===== config.mk =====
export PLATFORM = sky130hd
export DESIGN_NAME = i2c_addr_decoder
export DESIGN_NICKNAME = d
export VERILOG_FILES = /design/src/rtl/i2c_pkg.sv /design/src/rtl/i2c_addr_cmp.sv /design/src/rtl/i2c_addr_decoder.sv
export SDC_FILE = /design/constraint.sdc
export NUM_CORES = 1
export LEC_CHECK = 0
export BUFFER_PORTS_ARGS = -buffer_cell sky130_fd_sc_hd__buf_2
export CAP_MARGIN = 0
export CORE_MARGIN = 8
export CORE_UTILIZATION = 41
export CTS_CLUSTER_DIAMETER = 120
export DETAILED_ROUTE_END_ITERATION = 10
export PLACE_DENSITY = 0.72
export REMOVE_ABC_BUFFERS = 1
export SETUP_SLACK_MARGIN = 0.02
export SLEW_MARGIN = 20
export SYNTH_ARGS = -nofsm -noshare
export SYNTH_HDL_FRONTEND = slang
export SYNTH_SLANG_ARGS = --single-unit

===== constraint.sdc =====
create_clock -name SCL -period 1.5 [get_ports SCL]
set_clock_uncertainty 0.05 [all_clocks]
set_input_delay 0.075 -clock SCL [delete_from_list [all_inputs] [get_ports SCL]]
set_output_delay 0.075 -clock SCL [all_outputs]
set_load 0.05 [all_outputs]

===== src/rtl/i2c_pkg.sv =====
// Purpose : shared types and constants for the I2C slave address decoder.
// Latency : n/a (package only).
// Backpressure: n/a (package only).
//
// Contents:
//   state_t         address-phase FSM state encoding
//   TEN_BIT_PREFIX  upper five bits of a 10-bit address first byte (11110)
//   GCALL_CODE      general-call address byte
package i2c_pkg;

   typedef enum logic [2:0] {
      ST_IDLE   = 3'd0,
      ST_ADDR1  = 3'd1,
      ST_ADDR2  = 3'd2,
      ST_ACTIVE = 3'd3,
      ST_IGNORE = 3'd4
   } state_t;

   localparam logic [4:0] TEN_BIT_PREFIX = 5'b11110;
   localparam logic [7:0] GCALL_CODE     = 8'h00;

endpackage


===== src/rtl/i2c_addr_cmp.sv =====
// Purpose : combinational compare of a received address byte against this device's addresses.
// Latency : 0 cycles (pure combinational).
// Backpressure: none; outputs follow inputs.
//
// Ports:
//   Byte     in  8  received byte (bit 0 is R/W in the first address byte)
//   Eff      in  7  effective 7-bit address (base address with strap bits applied)
//   hit7     out 1  byte[7:1] equals the effective 7-bit address
//   hitGc    out 1  general call byte seen and general call is enabled
//   hit10hi  out 1  10-bit first byte whose address bits match TEN_BIT_ADDR[9:8] (enabled only)
//   hit10lo  out 1  byte equals TEN_BIT_ADDR[7:0] (second byte of a 10-bit address)
module i2c_addr_cmp
   import i2c_pkg::*;
#(
   parameter bit         TEN_BIT_EN   = 1'b0,
   parameter logic [9:0] TEN_BIT_ADDR = 10'h250,
   parameter bit         GCALL_EN     = 1'b0
) (
   input  logic [7:0] Byte,
   input  logic [6:0] Eff,
   output logic       hit7,
   output logic       hitGc,
   output logic       hit10hi,
   output logic       hit10lo
);

   assign hit7    = (Byte[7:1] == Eff);
   assign hitGc   = GCALL_EN && (Byte == GCALL_CODE);
   assign hit10hi = TEN_BIT_EN && (Byte[7:3] == TEN_BIT_PREFIX)
                    && (Byte[2:1] == TEN_BIT_ADDR[9:8]);
   assign hit10lo = (Byte == TEN_BIT_ADDR[7:0]);

endmodule


===== src/rtl/i2c_addr_decoder.sv =====
// Purpose : decodes the I2C address phase (7-bit, optional 10-bit, optional general call) after each START.
// Latency : decision visible one SCL negedge after the LoadDeviceId sample.
// Backpressure: none; every byte strobe is consumed in the cycle it is sampled.
//
// Ports:
//   SCL          in   1   bus clock, all state updates on its falling edge
//   Reset_n      in   1   asynchronous active-low reset
//   ShiftRegOut  in   8   received byte from the slave shift register
//   LoadDeviceId in   1   byte-complete strobe
//   StartDet     in   1   START / repeated START seen
//   StopDet      in   1   STOP seen
//   AddrPins     in   W   strap pins replacing the low address bits
//   WR           out  1   latched R/W bit (1 = master reads)
//   AddrMatch    out  1   this device is addressed
//   AckReq       out  1   one-cycle request to drive ACK on the next bit
//   GeneralCall  out  1   current transfer is a general call
//   TenBitActive out  1   match was made in 10-bit mode
//   DevId        out  8   first address byte of the current transfer
module i2c_addr_decoder
   import i2c_pkg::*;
#(
   parameter logic [6:0] DEV_ADDR     = 7'h50,
   parameter int         ADDR_PIN_W   = 3,
   parameter bit         TEN_BIT_EN   = 1'b0,
   parameter logic [9:0] TEN_BIT_ADDR = 10'h250,
   parameter bit         GCALL_EN     = 1'b0
) (
   input  logic                                        SCL,
   input  logic                                        Reset_n,
   input  logic [7:0]                                  ShiftRegOut,
   input  logic                                        LoadDeviceId,
   input  logic                                        StartDet,
   input  logic                                        StopDet,
   input  logic [(ADDR_PIN_W > 0 ? ADDR_PIN_W : 1)-1:0] AddrPins,
   output logic                                        WR,
   output logic                                        AddrMatch,
   output logic                                        AckReq,
   output logic                                        GeneralCall,
   output logic                                        TenBitActive,
   output logic [7:0]                                  DevId
);

   logic [6:0] w_eff;
   logic       w_hit7;
   logic       w_hit_gc;
   logic       w_hit10hi;
   logic       w_hit10lo;

   state_t     r_state;
   // Set once a full 10-bit write address has matched; lets a repeated-START
   // read with only the 11110xx1 byte re-address this device.
   logic       r_tenbit_hist;

   // Strap pins replace the low address bits so several devices can share a bus.
   generate
      if (ADDR_PIN_W == 0) begin : g_no_pins
         logic w_unused_pins;
         assign w_unused_pins = ^AddrPins;
         assign w_eff         = DEV_ADDR;
      end else if (ADDR_PIN_W >= 7) begin : g_all_pins
         assign w_eff = AddrPins[6:0];
      end else begin : g_some_pins
         assign w_eff = {DEV_ADDR[6:ADDR_PIN_W], AddrPins};
      end
   endgenerate

   i2c_addr_cmp #(
      .TEN_BIT_EN   (TEN_BIT_EN),
      .TEN_BIT_ADDR (TEN_BIT_ADDR),
      .GCALL_EN     (GCALL_EN)
   ) u_cmp (
      .Byte    (ShiftRegOut),
      .Eff     (w_eff),
      .hit7    (w_hit7),
      .hitGc   (w_hit_gc),
      .hit10hi (w_hit10hi),
      .hit10lo (w_hit10lo)
   );

   always_ff @(negedge SCL or negedge Reset_n) begin
      if (!Reset_n) begin
         r_state       <= ST_IDLE;
         r_tenbit_hist <= 1'b0;
         WR            <= 1'b0;
         AddrMatch     <= 1'b0;
         AckReq        <= 1'b0;
         GeneralCall   <= 1'b0;
         TenBitActive  <= 1'b0;
         DevId         <= 8'h00;
      end else begin
         // AckReq is a single-cycle pulse; only a decision below re-asserts it.
         AckReq <= 1'b0;

         if (StartDet) begin
            // WR and the 10-bit history survive a repeated START.
            r_state      <= ST_ADDR1;
            AddrMatch    <= 1'b0;
            GeneralCall  <= 1'b0;
            TenBitActive <= 1'b0;
         end else if (StopDet) begin
            r_state       <= ST_IDLE;
            AddrMatch     <= 1'b0;
            GeneralCall   <= 1'b0;
            TenBitActive  <= 1'b0;
            r_tenbit_hist <= 1'b0;
         end else if (LoadDeviceId) begin
            case (r_state)
               ST_ADDR1: begin
                  DevId <= ShiftRegOut;
                  WR    <= ShiftRegOut[0];
                  if (w_hit7) begin
                     r_state   <= ST_ACTIVE;
                     AddrMatch <= 1'b1;
                     AckReq    <= 1'b1;
                  end else if (w_hit_gc) begin
                     r_state     <= ST_ACTIVE;
                     AddrMatch   <= 1'b1;
                     GeneralCall <= 1'b1;
                     AckReq      <= 1'b1;
                  end else if (w_hit10hi) begin
                     if (!ShiftRegOut[0]) begin
                        // Tentative ACK; the match is only confirmed by the second byte.
                        r_state <= ST_ADDR2;
                        AckReq  <= 1'b1;
                     end else if (r_tenbit_hist) begin
                        r_state      <= ST_ACTIVE;
                        AddrMatch    <= 1'b1;
                        TenBitActive <= 1'b1;
                        AckReq       <= 1'b1;
                     end else begin
                        r_state <= ST_IGNORE;
                     end
                  end else begin
                     r_state       <= ST_IGNORE;
                     r_tenbit_hist <= 1'b0;
                  end
               end
               ST_ADDR2: begin
                  if (w_hit10lo) begin
                     r_state       <= ST_ACTIVE;
                     AddrMatch     <= 1'b1;
                     TenBitActive  <= 1'b1;
                     r_tenbit_hist <= 1'b1;
                     AckReq        <= 1'b1;
                  end else begin
                     r_state       <= ST_IGNORE;
                     r_tenbit_hist <= 1'b0;
                  end
               end
               default: begin
                  // IDLE, ACTIVE and IGNORE do not decode bytes.
               end
            endcase
         end
      end
   end

endmodule


* Word-level counts from Yosys, hierarchy flattened
Cells that the tools add are included.
** Storage, ports and cells
- Logic and storage cells :: 48
- Register bits :: 16
- Output and inout port bits :: 13
- Bits of input ports :: 16
** Operators by class
- Reductions and logical operators :: 9
- Bitwise operators :: 2
- Equality and inequality tests :: 6
- Mux-type cells :: 24
** Operators by type and width (count)
- two-way mux 1 bit :: 16
- two-way mux 3 bit :: 5
- nonzero test 3 bit :: 3
- == test 8 x 7 -> 1 bit, second input constant :: 1
- inequality test 4 x 3 -> 1 bit, second input constant :: 2
- AND reduction 4 bit :: 2
- == test 7 bit :: 1
- one-hot mux 3 bit (2 select lines) :: 1
- one-hot mux 1 bit (2 select lines) :: 2
- nonzero test 4 bit :: 1
- == test 3 x 1 -> 1 bit, second input constant :: 1
- == test 3 x 2 -> 1 bit, second input constant :: 1
- AND reduction 3 bit :: 1
- NOT 1 bit :: 2
- AND reduction 2 bit :: 1
- nonzero test 2 bit :: 1

* Depth between registers and ports, before layout
Gate-level depths: netlist (run 1).
- Depth after elaboration :: 6
- Depth in mapped cells :: 5
- Gate-level depth less buffers :: 4

* Cells and area by module
From an unflattened synthesis (run 1), not the netlist that was laid out.
** Unflattened totals
- Cells, all modules :: 82
- Area, all modules :: 977.2 um2
** Modules (own cells, without submodules)
- i2c_addr_decoder :: area each 849.6 um2, times used 1, seq. area each 400.4 um2, cells each 67
- i2c_addr_cmp :: area each 127.6 um2, times used 1, seq. area each 0.0 um2, cells each 15

==> key figures, run 1 <==
Critical path
  – Critical path's slowest cell: dfrtn_1
  – Buffers plus inverters on the worst setup path: 1
  – Cell family with most CP delay: flip-flops
  – CP arrival: 1.71 ns
  – Crit path launch type: flip-flop
  – Crit path largest cell delay: 0.48 ns
  – Worst EP required: 1.37 ns
  – Crit Path Max Fanout: 3
  – CP Capture Type: primary output
  – Setup Crit Path Kind: reg -> out
  – Cells along the critical path: buf_6

Layout
  – N_diodes: 0
  – Fin cells: 139
  – Post-layout util: 81.5%
  – Nets: approximately 130
  – Area of the multi-input gates: around 500 sq um
  – Area grow syn2layout: 89.8%
  – FF+latch area: 350 sq um
  – Layout cells sized above 1: 74.6%
  – Fillcell total: 92

Synthesis
  – Post-synth EDFFs: 0
  – Syn. warnings: 0
  – Register area share after synthesis: 47.8%
  – Leading area contributor after synthesis: dfrtn_1
  – Cell count after synthesis: 63
  – Syn avg cell area: 11.6 sq um
  – Synthesized area: 733 sq um
  – Netlist cell types: 27
  – Top post-synthesis cells by area: dfrtn_1, mux2_2, xor2_1
  – Post-synth ARST share: 100%
  – Post-synth top area share: around 48%
  – Yosys reg bits: 14
  – Main synth FF type: dfrtn_1

Global route
  – Vias in the first global route: 822
  – First-pass GRT wire length: 4.17 mm
  – Largest net degree at the start of global routing: 15
  – GRT Util Overall: 16.6%
  – GRT Residual Overflow: 0
  – Initial antenna violation count: 0

Clock tree
  – CTS tree: yes
  – Clk slew on worst S/H paths: 0.06 ns
  – CTS Sinks: 14
  – Worst-Skew Late Latency: 0.29 ns
  – Htree depth: 1
  – CTS Buf Count: 3
  – Clock Tree Root: clkbuf_4
  – # hold bufs at CTS: 0
  – CTS Buffer Depth: 2

Floorplan
  – IO Pins: 29
  – Die width: 58.3 um
  – Cell row count: 15
  – Die area: 3400 sq um
  – Chip Height: 58.3 um
  – Initial core utilization: 42.9%
  – Core area: 1710 sq um

Route
  – Vias per inst: 5.26
  – Detailed Routing Iterations Pass 1: 4
  – DRC: 0
  – Via count: 731
  – DRT iter0 DRCs: 13
  – Antenna viol nets, final: 0
  – DRT Wirelength: 2.88 mm
  – Wire length per cell: between 20 and 25 um

Place
  – Port Buffers: 27
  – Final HPWL from detailed placement: roughly 1.5 mm
  – GPL Wtd Cong: between 0.7 and 0.8
  – Cell count after placement: ~130

Timing
  – Post-route setup TNS: -5.30 ns
  – Hold Fails Final Rpt: 0
  – Slew Limit Fails: 0
  – Setup WS post-layout: -0.337 ns
  – RSZ-0062 raised after global routing: true
  – Final Setup Violations: 26

Pwr
  – Leak: approximately 0.64 nW
  – Tot Pwr: 1.34 mW
  – PwrDens: between 900 and 1000 nW/um^2
  – Max VDD drop: 780 uV

Outcome
  – Status: finished with violations
  – Failing checks: setup timing

Job
  – MaxCap Viol Count: 0

Min path
  – Min-Delay Path Class: in -> async
flip-flops by register name (all words and copies together) (netlist names):
| signal | cells |
|---|---|
| DevId | 8 |
| r_state | 3 |
| AckReq | 1 |
| AddrMatch | 1 |
| TenBitActive | 1 |
stage by stage:
| step | worst slack (ns) | hold slack, ns | cell area [sq um] |
|---|---|---|---|
| 2_1_floorplan | -0.466 | 0.371 | 713 |
| 3_3_place_gp | -0.595 | 0.392 | 985 |
| 3_5_place_dp | -0.650 | 0.402 | 985 |
| 4_1_cts | -0.311 | 0.264 | 1310 |
| 5_1_grt | -0.353 | 0.271 | 1390 |
| 6_report | -0.337 | 0.257 | 1390 |
final cells by class:
type / count / area share (%)
Clock buffer: 3 / 1.62
Inverter: 3 / 0.809
Timing Repair Buffer: 51 / 34.4
Tap cell: 25 / 2.25
Sequential cell: 14 / 25.2
Multi-Input combinational cell: 43 / 35.8
logic make-up (layout without fill, tap and decap cells):
logic type      count (synthesis)  in the layout  synth area share, %
other cells                     1              1                0.511
compound gates                 10             10                 8.87
mux                             8              8                 12.3
xor+xnor                        4              4                 4.78
buf+inv                         6             57                 4.26
flops                          14             14                 47.8
simple gates                   20             20                 21.5
cell usage in the layout (no fill, tap or decap), drive strengths merged, types with 3 or more instances in the layout:
cell,netlist,layout
buf,3,51
dfrtn,14,14
mux2,8,8
xor2,4,4
a21oi,4,4
nand2,4,4
inv,3,3
clkbuf,0,3
final timing paths:
kind	slack [ns]	startpoint	end	cells after the start
max	-0.34	DevId[0]$_DFFE_NN0P_	DevId[0]	1
min in group SCL	0.43	DevId[2]$_DFFE_NN0P_	DevId[2]$_DFFE_NN0P_	1
min reg2reg	0.43	DevId[2]$_DFFE_NN0P_	DevId[2]$_DFFE_NN0P_	1
min	0.26	Reset_n	DevId[2]$_DFFE_NN0P_	1
max reg2reg	-0.05	r_state[1]$_DFFE_NN0P_	DevId[4]$_DFFE_NN0P_	5
max in group asynchronous	0.86	Reset_n	DevId[3]$_DFFE_NN0P_	1
cells in the mapped netlist (2+ instances only):
master    number
a21oi_1        4
mux2_2         8
dfrtn_1       14
inv_1          3
nor2_1         2
a31oi_1        2
nand2b_1       2
nand2_1        4
nor3b_1        2
buf_4          2
xor2_1         4
report_power, final:
group	switching, mW	leakage (nW)	internal [mW]
sequential	0.0451	0.177	0.441
combinational	0.363	0.453	0.266
clock	0.128	0.0138	0.0936
per-layer routing:
layer	track usage (%)	part of all wire [%]	vias to the layer above
met4	5.94	2.4	0
met3	6.30	5.2	9
met2	29.1	57	22
li1	-	-	326
met5	0	0	-
met1	17.7	35	374
timing repair:
item,CTS,global route
pin swaps,15,7
setup buffers,4,5
gates cloned,1,0
gates resized for setup,62,8
endpoints found under the setup margin,26,26
Power figures use the tool's default switching activity.
==> run 2, diff against run 1 <==
--- a/config.mk
+++ b/config.mk
@@ -8,10 +8,11 @@
 export BUFFER_PORTS_ARGS = -buffer_cell sky130_fd_sc_hd__buf_2
 export CAP_MARGIN = 0
 export CORE_MARGIN = 8
-export CORE_UTILIZATION = 41
+export CORE_UTILIZATION = 44
+export CTS_BUF_LIST = sky130_fd_sc_hd__clkbuf_2 sky130_fd_sc_hd__clkbuf_4 sky130_fd_sc_hd__clkbuf_8
 export CTS_CLUSTER_DIAMETER = 120
 export DETAILED_ROUTE_END_ITERATION = 10
-export PLACE_DENSITY = 0.72
+export PLACE_DENSITY = 0.76
 export REMOVE_ABC_BUFFERS = 1
 export SETUP_SLACK_MARGIN = 0.02
 export SLEW_MARGIN = 20
==> run 2 against run 1 <==
  * The run still ends with setup timing left
  * Clock power increased by 27%
  * Routed wire length is 14% higher
  * Power increased by 6.1%
  * Largest power group unchanged
==> key figures, run 2 (same netlist as run 1, synthesis figures left out) <==
Outcome
  – Status: finished with violations
  – Failing checks: setup timing

Pwr
  – Clock power frac: 19.9%
  – Max VDD drop: between 900 and 1000 uV
  – Flop pwr share: 35.2%
  – P_int: approximately 0.85 mW
  – Power share of the combinational group: 44.9%
  – Total net switching power: 0.569 mW
  – PwrDens: approximately 1100 nW/um^2
  – Tot Pwr: 1.42 mW
  – Leak: 0.628 nW
  – Sw Share: 40.1%

Job
  – MaxCap Viol Count: 0

Layout
  – Layout cells sized above 1: between 70% and 80%
  – Largest regs: DevId x8, r_state x3
  – Area grow syn2layout: 84.1%
  – Top reg by flops: DevId
  – Nets: 129
  – Most frequent cells in the layout: buf_6, buf_4, dfrtn_1, mux2_2, buf_2
  – Most common cell after layout, fill and taps aside: buf_6
  – N_diodes: 0
  – Fillcell total: 65
  – Largest register FFs: 8
  – Final Instance Area: 1350 sq um

Timing
  – Setup WS post-layout: -0.399 ns
  – Final Setup Violations: 26
  – Hold Fails Final Rpt: 0
  – RSZ-0062 raised after global routing: true
  – Slew Limit Fails: 0

Floorplan
  – Die area: 3230 sq um
  – Core area: roughly 1500 sq um
  – Die width: 56.8 um
  – Initial core utilization: between 40% and 50%
  – IO Pins: 29
  – Chip Height: 56.8 um
  – Cell row count: 14

Global route
  – First-pass GRT wire length: around 4.6 mm
  – Largest net degree at the start of global routing: 15
  – Vias in the first global route: approximately 850
  – Initial antenna violation count: 0
  – GRT Residual Overflow: 0
  – GRT Util Overall: 18.4%

Clock tree
  – Clock Tree Root: clkbuf_4
  – CTS tree: yes
  – # hold bufs at CTS: 0
  – Worst-Skew Late Latency: 0.28 ns
  – CTS Sinks: 14
  – Htree depth: 1
  – Clk slew on worst S/H paths: 0.07 ns
  – CTS Buf Count: 3
  – CTS Buffer Depth: 2

Critical path
  – R2r worst-path depth: 3
  – CP arrival: 1.23 ns
  – RR Endpoint: r_state[1]$_DFFE_NN0P_
  – CP Capture Type: flip-flop
  – Setup Crit Path Kind: in -> reg
  – Crit path to: r_state[2]$_DFFE_NN0P_
  – Worst EP required: 0.83 ns
  – Crit path launch type: primary input
  – Crit Path Max Fanout: 3
  – Cells along the critical path: buf_8, or4_4, nor3_4, a211o_1, a21oi_2
  – Critical R2R Launch: r_state[2]$_DFFE_NN0P_
  – Critical path's slowest cell: or4_4
  – Reg-to-reg slack, setup: -0.08 ns
  – CP startpoint: ShiftRegOut[2]
  – Crit path largest cell delay: 0.56 ns

Route
  – DRT iter0 DRCs: 33
  – Wire length per cell: 25.7 um
  – Detailed Routing Iterations Pass 1: 4
  – DRC: 0
  – Via count: 783
  – Antenna viol nets, final: 0
  – Vias per inst: ~6.1
  – DRT Wirelength: 3.29 mm

Place
  – Port Buffers: 27
  – GPL Wtd Cong: around 0.74
  – Post-place instance area: 966 sq um
  – Final HPWL from detailed placement: 1.48 mm
  – Pre-CTS setup slack: -0.679 ns

Min path
  – Min-Delay Path Class: in -> async
-- run 2: cell count changes in the layout (fill, tap and decap cells not counted), sizes merged --
cell,delta
buf,-3
clkbuf,+1
-- run 2: layer usage --
metal / track usage (%) / vias up / part of all wire [%]
li1: - / 320 / -
met1: 21.6 / 387 / 37
met2: 31.0 / 66 / 48
met3: 5.39 / 10 / 11
met4: 5.70 / 0 / 3.7
met5: 0 / - / 0
-- run 2: critical path, delay by kind of cell --
| family | cells | cell delay, ns |
|---|---|---|
| and+or+nand+nor | 2 | 0.82 |
| buffers and inverters | 1 | 0.11 |
| AOI/OAI and AO/OA | 2 | 0.22 |
-- run 2: what timing repair did --
| action | in CTS | in global routing |
|---|---|---|
| endpoints found under the setup margin | 26 | 26 |
| buffers inserted | 5 | 2 |
| gates resized for setup | 65 | 3 |
| gates cloned | 1 | 0 |
| pin swaps | 13 | 10 |
-- run 2: stage by stage --
step                setup TNS [ns]  utilization, %  hold WS (ns)  instances
floorplan                    -6.17               -         0.371         60
global placement             -6.89            62.7         0.393        116
detailed placement           -7.43            62.7         0.398        116
CTS                          -4.97            86.0         0.273        126
global route                 -6.80            87.6         0.286        128
finish                       -6.13            87.6         0.263        128
-- run 2: how the worst min path moves through the flow --
stage	start	endpoint	slack (ns)
detailed placement	DevId[4]$_DFFE_NN0P_	DevId[4]$_DFFE_NN0P_	0.40
finish	Reset_n	AddrMatch$_DFFE_NN0P_	0.26
global placement	DevId[2]$_DFFE_NN0P_	DevId[2]$_DFFE_NN0P_	0.39
floorplan	Reset_n	AckReq$_DFF_NN0_	0.37
CTS	Reset_n	r_state[0]$_DFFE_NN0P_	0.27
global route	Reset_n	DevId[6]$_DFFE_NN0P_	0.29
-- run 2: layout make-up --
cell class / count / area [sq um] / area share, %
Tap cell: 16 / 20.0 / 1.48
Inverter: 3 / 11.3 / 0.834
Clock buffer: 4 / 36.3 / 2.69
Timing Repair Buffer: 48 / 449 / 33.3
Sequential cell: 14 / 350 / 26.0
Multi-Input combinational cell: 43 / 483 / 35.8
-- run 2: power groups by stage --
| stage | clock, mW | sequential [mW] | combinational, mW |
|---|---|---|---|
| global placement | 0 | 0.471 | 0.443 |
| detailed placement | 0 | 0.475 | 0.451 |
| finish | 0.283 | 0.500 | 0.637 |
| global route | 0.299 | 0.503 | 0.656 |
| CTS | 0.273 | 0.484 | 0.599 |
| floorplan | 0 | 0.696 | 0.0879 |
